--- config.mk ---
export PLATFORM = sky130hd
export DESIGN_NAME = calc2_port_responder
export DESIGN_NICKNAME = d
export VERILOG_FILES = /design/src/rtl/calc2_port_responder.sv
export SDC_FILE = /design/constraint.sdc
export NUM_CORES = 1
export LEC_CHECK = 0
export CAP_MARGIN = 40
export CORE_ASPECT_RATIO = 0.75
export CORE_MARGIN = 2
export CORE_UTILIZATION = 47
export DETAILED_ROUTE_END_ITERATION = 12
export HOLD_SLACK_MARGIN = 0.05
export PLACE_DENSITY = 0.66
export SYNTH_ARGS = -nofsm -noshare
export SYNTH_HDL_FRONTEND = slang
export SYNTH_SLANG_ARGS = --single-unit
--- constraint.sdc ---
create_clock -name c_clk -period 3.5 [get_ports c_clk]
set_input_delay 1.05 -clock c_clk [delete_from_list [all_inputs] [get_ports c_clk]]
set_output_delay 1.05 -clock c_clk [all_outputs]
set_load 0.03 [all_outputs]
--- src/rtl/calc2_port_responder.sv ---
// calc2_port_responder: DUT-side end of one calc2 request port.
// A request takes two cycles: the command, operand 1 and tag, then operand 2.
// The add, sub and shift result is returned as a one-cycle tagged response
// LATENCY edges after the edge that samples operand 2.
// Optional feature macro: CALC2_SHIFT_EN. When it is defined, commands 5 and 6
// execute as logical shifts. When it is undefined, the shifter is left out and
// commands 5 and 6 answer with an error response.
module calc2_port_responder #(
    parameter int unsigned LATENCY = 3
) (
    input  logic        c_clk,
    input  logic        reset_n,
    input  logic [3:0]  req_cmd_in,
    input  logic [31:0] req_data_in,
    input  logic [1:0]  req_tag_in,
    output logic [1:0]  out_resp,
    output logic [31:0] out_data,
    output logic [1:0]  out_tag
);

    localparam logic [1:0] RESP_OK  = 2'd1;
    localparam logic [1:0] RESP_ERR = 2'd2;

    typedef enum logic {
        S_IDLE,
        S_OP2
    } state_t;

    state_t      r_state;
    state_t      w_state_nxt;
    logic        w_accept;
    logic        w_push;

    // First-cycle capture of the request
    logic [3:0]  r_cmd;
    logic [31:0] r_op1;
    logic [1:0]  r_tag;
    logic        r_dup;

    // Execution result for the request in its operand-2 cycle
    logic [32:0] w_sum;
    logic [1:0]  w_res_resp;
    logic [31:0] w_res_data;

    // Delay line: one entry per stage
    logic [LATENCY-1:0] r_dl_valid;
    logic [LATENCY-1:0] r_dl_own;
    logic [1:0]         r_dl_resp [LATENCY];
    logic [31:0]        r_dl_data [LATENCY];
    logic [1:0]         r_dl_tag  [LATENCY];

    // Outstanding-tag table
    logic [3:0]  r_tags;
    logic [3:0]  w_clr_vec;
    logic [3:0]  w_set_vec;
    logic        w_dup;

    // FSM state register
    always_ff @(posedge c_clk or negedge reset_n) begin
        if (!reset_n) begin
            r_state <= S_IDLE;
        end else begin
            r_state <= w_state_nxt;
        end
    end

    // FSM next state: a nonzero command in IDLE always leads to the operand-2 cycle
    always_comb begin
        w_state_nxt = r_state;
        case (r_state)
            S_IDLE:  if (req_cmd_in != '0) w_state_nxt = S_OP2;
            S_OP2:   w_state_nxt = S_IDLE;
            default: w_state_nxt = S_IDLE;
        endcase
    end

    // FSM outputs: accept in IDLE, push the computed result in OP2
    always_comb begin
        w_accept = 1'b0;
        w_push   = 1'b0;
        case (r_state)
            S_IDLE:  w_accept = (req_cmd_in != '0);
            S_OP2:   w_push   = 1'b1;
            default: ;
        endcase
    end

    // Tag bookkeeping. A response that is emitted on this edge clears its tag
    // before the duplicate test, so that tag can be accepted again on the same edge.
    always_comb begin
        w_clr_vec = '0;
        if (r_dl_valid[LATENCY-1] && r_dl_own[LATENCY-1]) begin
            w_clr_vec = 4'b0001 << r_dl_tag[LATENCY-1];
        end
        w_dup     = r_tags[req_tag_in] & ~w_clr_vec[req_tag_in];
        w_set_vec = '0;
        if (w_accept && !w_dup) begin
            w_set_vec = 4'b0001 << req_tag_in;
        end
    end

    // Outstanding-tag table update
    always_ff @(posedge c_clk or negedge reset_n) begin
        if (!reset_n) begin
            r_tags <= '0;
        end else begin
            r_tags <= (r_tags & ~w_clr_vec) | w_set_vec;
        end
    end

    // Capture the command, operand 1, tag and duplicate status on accept
    always_ff @(posedge c_clk or negedge reset_n) begin
        if (!reset_n) begin
            r_cmd <= '0;
            r_op1 <= '0;
            r_tag <= '0;
            r_dup <= 1'b0;
        end else if (w_accept) begin
            r_cmd <= req_cmd_in;
            r_op1 <= req_data_in;
            r_tag <= req_tag_in;
            r_dup <= w_dup;
        end
    end

    // Compute the response from the captured operand 1 and the live operand 2
    always_comb begin
        w_sum      = {1'b0, r_op1} + {1'b0, req_data_in};
        w_res_resp = RESP_ERR;
        w_res_data = '0;
        case (r_cmd)
            4'd1: begin
                if (!w_sum[32]) begin
                    w_res_resp = RESP_OK;
                    w_res_data = w_sum[31:0];
                end
            end
            4'd2: begin
                if (req_data_in <= r_op1) begin
                    w_res_resp = RESP_OK;
                    w_res_data = r_op1 - req_data_in;
                end
            end
`ifdef CALC2_SHIFT_EN
            4'd5: begin
                w_res_resp = RESP_OK;
                w_res_data = r_op1 << req_data_in[4:0];
            end
            4'd6: begin
                w_res_resp = RESP_OK;
                w_res_data = r_op1 >> req_data_in[4:0];
            end
`endif
            default: ;
        endcase
        if (r_dup) begin
            w_res_resp = RESP_ERR;
            w_res_data = '0;
        end
    end

    // Delay line: stage 0 takes the new result, and every stage shifts each cycle.
    // A duplicate-tag entry does not own its tag, so its emission leaves the tag bit set.
    always_ff @(posedge c_clk or negedge reset_n) begin
        if (!reset_n) begin
            r_dl_valid <= '0;
            r_dl_own   <= '0;
            for (int unsigned i = 0; i < LATENCY; i++) begin
                r_dl_resp[i] <= '0;
                r_dl_data[i] <= '0;
                r_dl_tag[i]  <= '0;
            end
        end else begin
            r_dl_valid[0] <= w_push;
            r_dl_own[0]   <= w_push & ~r_dup;
            r_dl_resp[0]  <= w_push ? w_res_resp : 2'd0;
            r_dl_data[0]  <= w_push ? w_res_data : 32'd0;
            r_dl_tag[0]   <= w_push ? r_tag : 2'd0;
            for (int unsigned i = 1; i < LATENCY; i++) begin
                r_dl_valid[i] <= r_dl_valid[i-1];
                r_dl_own[i]   <= r_dl_own[i-1];
                r_dl_resp[i]  <= r_dl_resp[i-1];
                r_dl_data[i]  <= r_dl_data[i-1];
                r_dl_tag[i]   <= r_dl_tag[i-1];
            end
        end
    end

    // Output registers load the last stage, or all zeros when it is empty
    always_ff @(posedge c_clk or negedge reset_n) begin
        if (!reset_n) begin
            out_resp <= '0;
            out_data <= '0;
            out_tag  <= '0;
        end else if (r_dl_valid[LATENCY-1]) begin
            out_resp <= r_dl_resp[LATENCY-1];
            out_data <= r_dl_data[LATENCY-1];
            out_tag  <= r_dl_tag[LATENCY-1];
        end else begin
            out_resp <= '0;
            out_data <= '0;
            out_tag  <= '0;
        end
    end

endmodule

==> flow_summary_export.csv <==
group,metric,value,unit
clocking,clock_insertion_delay_worst_skew,440,ps
logic_synthesis,yosys-top-cells-count,"dfrtp_1, nand2_1, inv_1, o21ai_0, ha_1",
placed_design,worst_slack_at_placement,-1120,ps
floorplan,die_h,129,um
timing,fin_worst_skew,15.4,ps
placed_design,placedCellCount,1510,
logic_synthesis,synth.distinct_cells,79,
setup_path,path_cells,"buf_8, ha_4, inv_2, fa_2, o21bai_4, a2111oi_4, nor3_2, a211oi_4, a311o_2, a211oi_4, buf_6, nor2_4, clkbuf_16, a221oi_4, nor3_1",
timing,max_slew_margin,55.2,%
setup_path,crit_top_cell,"a211oi_4",
setup_path,cpMaxStageDelayCell,"a311o_2",
job,maxCapViolations,0,
drt,dr_total_vias,8683,
logic_synthesis,yosys_register_bits,194,
outcome,status,"completed",
setup_path,r2r_slack,260,ps
logic_synthesis,synth.net_count,1057,
layout,design_area,14600,um^2
floorplan,floorplan.initialDensity,48.2,%
clocking,cts.reportedPaths.clkPinSlew,80,ps
timing,period_minus_slack,3490,ps
logic_synthesis,yosysMostFrequentCell,"dfrtp_1",
layout,layoutNonFillerInstCount,1573,
drt,detail_route.drc_violations,0,
grt,maximum_number_of_pins_on_one_net_before_global_route_repair,72,
hold_path,timing.hold.worst.class,"flip-flop to flip-flop",
placed_design,placement.io_buffers,75,
setup_path,critPathArrivalTime,3790,ps
hold_path,min_delay_path_depth,0,
clocking,clock_tree.htree_level_count,4,
floorplan,core_region_area,20300,um^2
clocking,root_buffer,"clkbuf_16",
logic_synthesis,yosys-top-cells-area,"dfrtp_1, ha_1, o21ai_0",
placed_design,postPlaceCellArea,12700,um^2
logic_synthesis,ys_warn_count,0,
timing,layout_setup_ws,6.91,ps
logic_synthesis,synth_top_flop_cell,"dfrtp_1",
layout,final_layout_size_suffix_gt1_share,39.6,%
logic_synthesis,synth_enable_flop_cells,0,
logic_synthesis,area_share_of_the_leading_cell_type_in_the_synthesized_netlist,49.5,%
timing,finalSetupTns,0,ps
placed_design,dp_hpwl,19.9,mm
timing,unrepaired_setup_endpoints_after_global_routing,"true",
floorplan,die_x,171,um
drt,drt-wirelength-per-cell,18.4,um
setup_path,worst_path_max_stage_delay,450,ps
setup_path,critPathRequiredTime,3800,ps
hold_path,hold_start,"r_dl_data[40]",
grt,number_of_global_route_vias_before_repair,8432,
setup_path,reg2reg_depth,14,
drt,drt-vias-per-instance,5.52,
power,vdd_drop_max,0.379,mV
hold_path,whs_endpoint,"r_dl_data[8]",
power,cellLeakagePower,6.80,nW
logic_synthesis,post_synth.cell_area_avg,10.3,um^2
timing,min_period_over_period,99.8,%
timing,number_of_failing_setup_endpoints_in_the_final_timing_report,0,
logic_synthesis,synth_async_sr_flop_share,100,%
timing,maxSlewViolCount,0,
layout,fill_cells,1482,
clocking,tritoncts_clock_tree,"built",
logic_synthesis,syn_inst,951,
timing,finalHoldViolations,0,
floorplan,total_die_area,22000,um^2
clocking,tritoncts.num_buffers,17,
layout,area.growth.synth_to_final,49.4,%
layout,final_net_count,1384,
setup_path,worst-path-max-fanout,11,
placed_design,place_congestion,0.958,
setup_path,cpLargestDelayFamily,"compound AO/OA/AOI/OAI gates",
setup_path,crit-reg2reg-capture,"r_dl_data[66]",
drt,drtPass1Iterations,5,
drt,drt-total-wl,28.9,mm
floorplan,rows,45,
clocking,cts_buffer_depth,2,
power,power_per_cell_area,638,nW/um^2
drt,ant_nets,0,
clocking,cts_num_sinks,194,
setup_path,worstReg2RegStart,"r_op1[0]",
drt,detailedRoute.firstIterationViolations,814,
setup_path,critPathLaunchType,"primary input",
logic_synthesis,synthesis.area,9800,um^2
grt,grt_first_pass_wirelength,45.8,mm
setup_path,critical_path_buf_inv_count,4,
grt,grt_antenna_before_repair,0,
setup_path,worstSetupPathType,"primary input to flip-flop",
floorplan,floorplan.io_pins,76,
timing,tightestPinTransition,665,ps
setup_path,critical_path.endpoint_type,"flip-flop",
grt,grt.total_usage,26.9,%
layout,num_antenna_cells,0,
grt,residual_overflow_from_global_routing,0,
timing,clock.fmax,286,MHz
clocking,cts_hold_buffers,0,
logic_synthesis,seq_area_frac_synth,49.5,%
logic_synthesis,synth_largest_area_cell,"dfrtp_1",
registers in the layout (all words and copies together), names as in the netlist, 2 cells and up:
register,count
r_op1,32
out_tag,2
r_dl_tag,6
r_tag,2
r_dl_own,3
out_resp,2
r_tags,4
r_dl_resp,6
r_dl_data,96
r_cmd,4
r_dl_valid,3
out_data,32
placed cells by master, fill, tap and decap left out, types with 10 or more instances in the layout:
cell type,n
buf_4,256
dfrtp_1,194
nand2_1,75
o21ai_0,58
clkdlybuf4s50_1,50
a21oi_1,47
and2_1,40
nor2_1,39
inv_1,38
ha_1,33
inv_2,28
ha_4,24
nor3_1,22
clkbuf_16,19
o221a_1,16
o21bai_1,15
a21oi_2,14
o31ai_1,13
a221oi_2,13
buf_6,13
nand2b_1,12
a21o_1,11
nor2b_1,11
a221oi_4,10
area by class of cell:
| type | instances | area (um^2) | share of cell area (%) |
|---|---|---|---|
| Inverter | 68 | 260 | 1.78 |
| Timing Repair Buffer | 357 | 3070 | 21.0 |
| Multi-Input combinational cell | 640 | 5450 | 37.2 |
| Tap cell | 282 | 353 | 2.41 |
| Sequential cell | 194 | 4850 | 33.1 |
| Clock buffer | 19 | 443 | 3.02 |
| Clock inverter | 13 | 215 | 1.47 |
report_power, final:
| part | internal [mW] | leakage, nW | switching, mW |
|---|---|---|---|
| logic | 2.11 | 3.90 | 2.30 |
| registers | 2.55 | 2.57 | 0.210 |
| clock network | 1.25 | 0.322 | 0.931 |
| total | 5.90 | 6.80 | 3.44 |
worst max-delay path by stage:
stage / from / to / slack (ps) / depth (start not counted)
2_1_floorplan: req_data_in[21] / r_dl_data[84] / -20 / 14
3_3_place_gp: req_data_in[0] / r_dl_data[81] / -1110 / 13
3_5_place_dp: req_data_in[0] / r_dl_data[81] / -1120 / 13
4_1_cts: req_data_in[0] / r_dl_data[90] / -8 / 14
5_1_grt: req_data_in[12] / r_dl_data[81] / -80 / 14
6_report: req_data_in[0] / r_dl_data[66] / 7 / 15
cell families after synthesis:
logic type | count (synthesis) | synth area share [%]
flip-flops | 194 | 49.5
AO/OA/AOI/OAI | 294 | 21.6
buffers and inverters | 117 | 5.21
XOR/XNOR | 1 | 0.0893
multiplexers | 1 | 0.230
adder cells (fa/ha/maj) | 66 | 8.58
AND/OR/NAND/NOR | 278 | 14.8
stage by stage:
stage               hold WS, ps  power [mW]  utilization (%)
floorplan                   331        4.64                -
global placement            333        6.27             62.6
detailed placement          335        6.33             62.7
CTS                         341        8.92             69.5
global route                347        9.83             72.1
finish                      341        9.35             72.1
layer usage:
| layer | track usage (%) | wire, um | share of wire [%] |
|---|---|---|---|
| met1 | 41.9 | 14000 | 49 |
| met2 | 38.0 | 12200 | 42 |
| met3 | 5.50 | 2260 | 7.8 |
| met4 | 7.29 | 381 | 1.3 |
| met5 | 0 | 0 | 0 |
timing repair:
| item | in CTS | in global routing |
|---|---|---|
| cloned | 2 | 1 |
| endpoints found under the setup margin | 34 | 34 |
| setup buffers | 16 | 14 |
| gates resized for setup | 135 | 117 |
| pin swaps | 49 | 43 |
(Power assumes the default switching activity.)
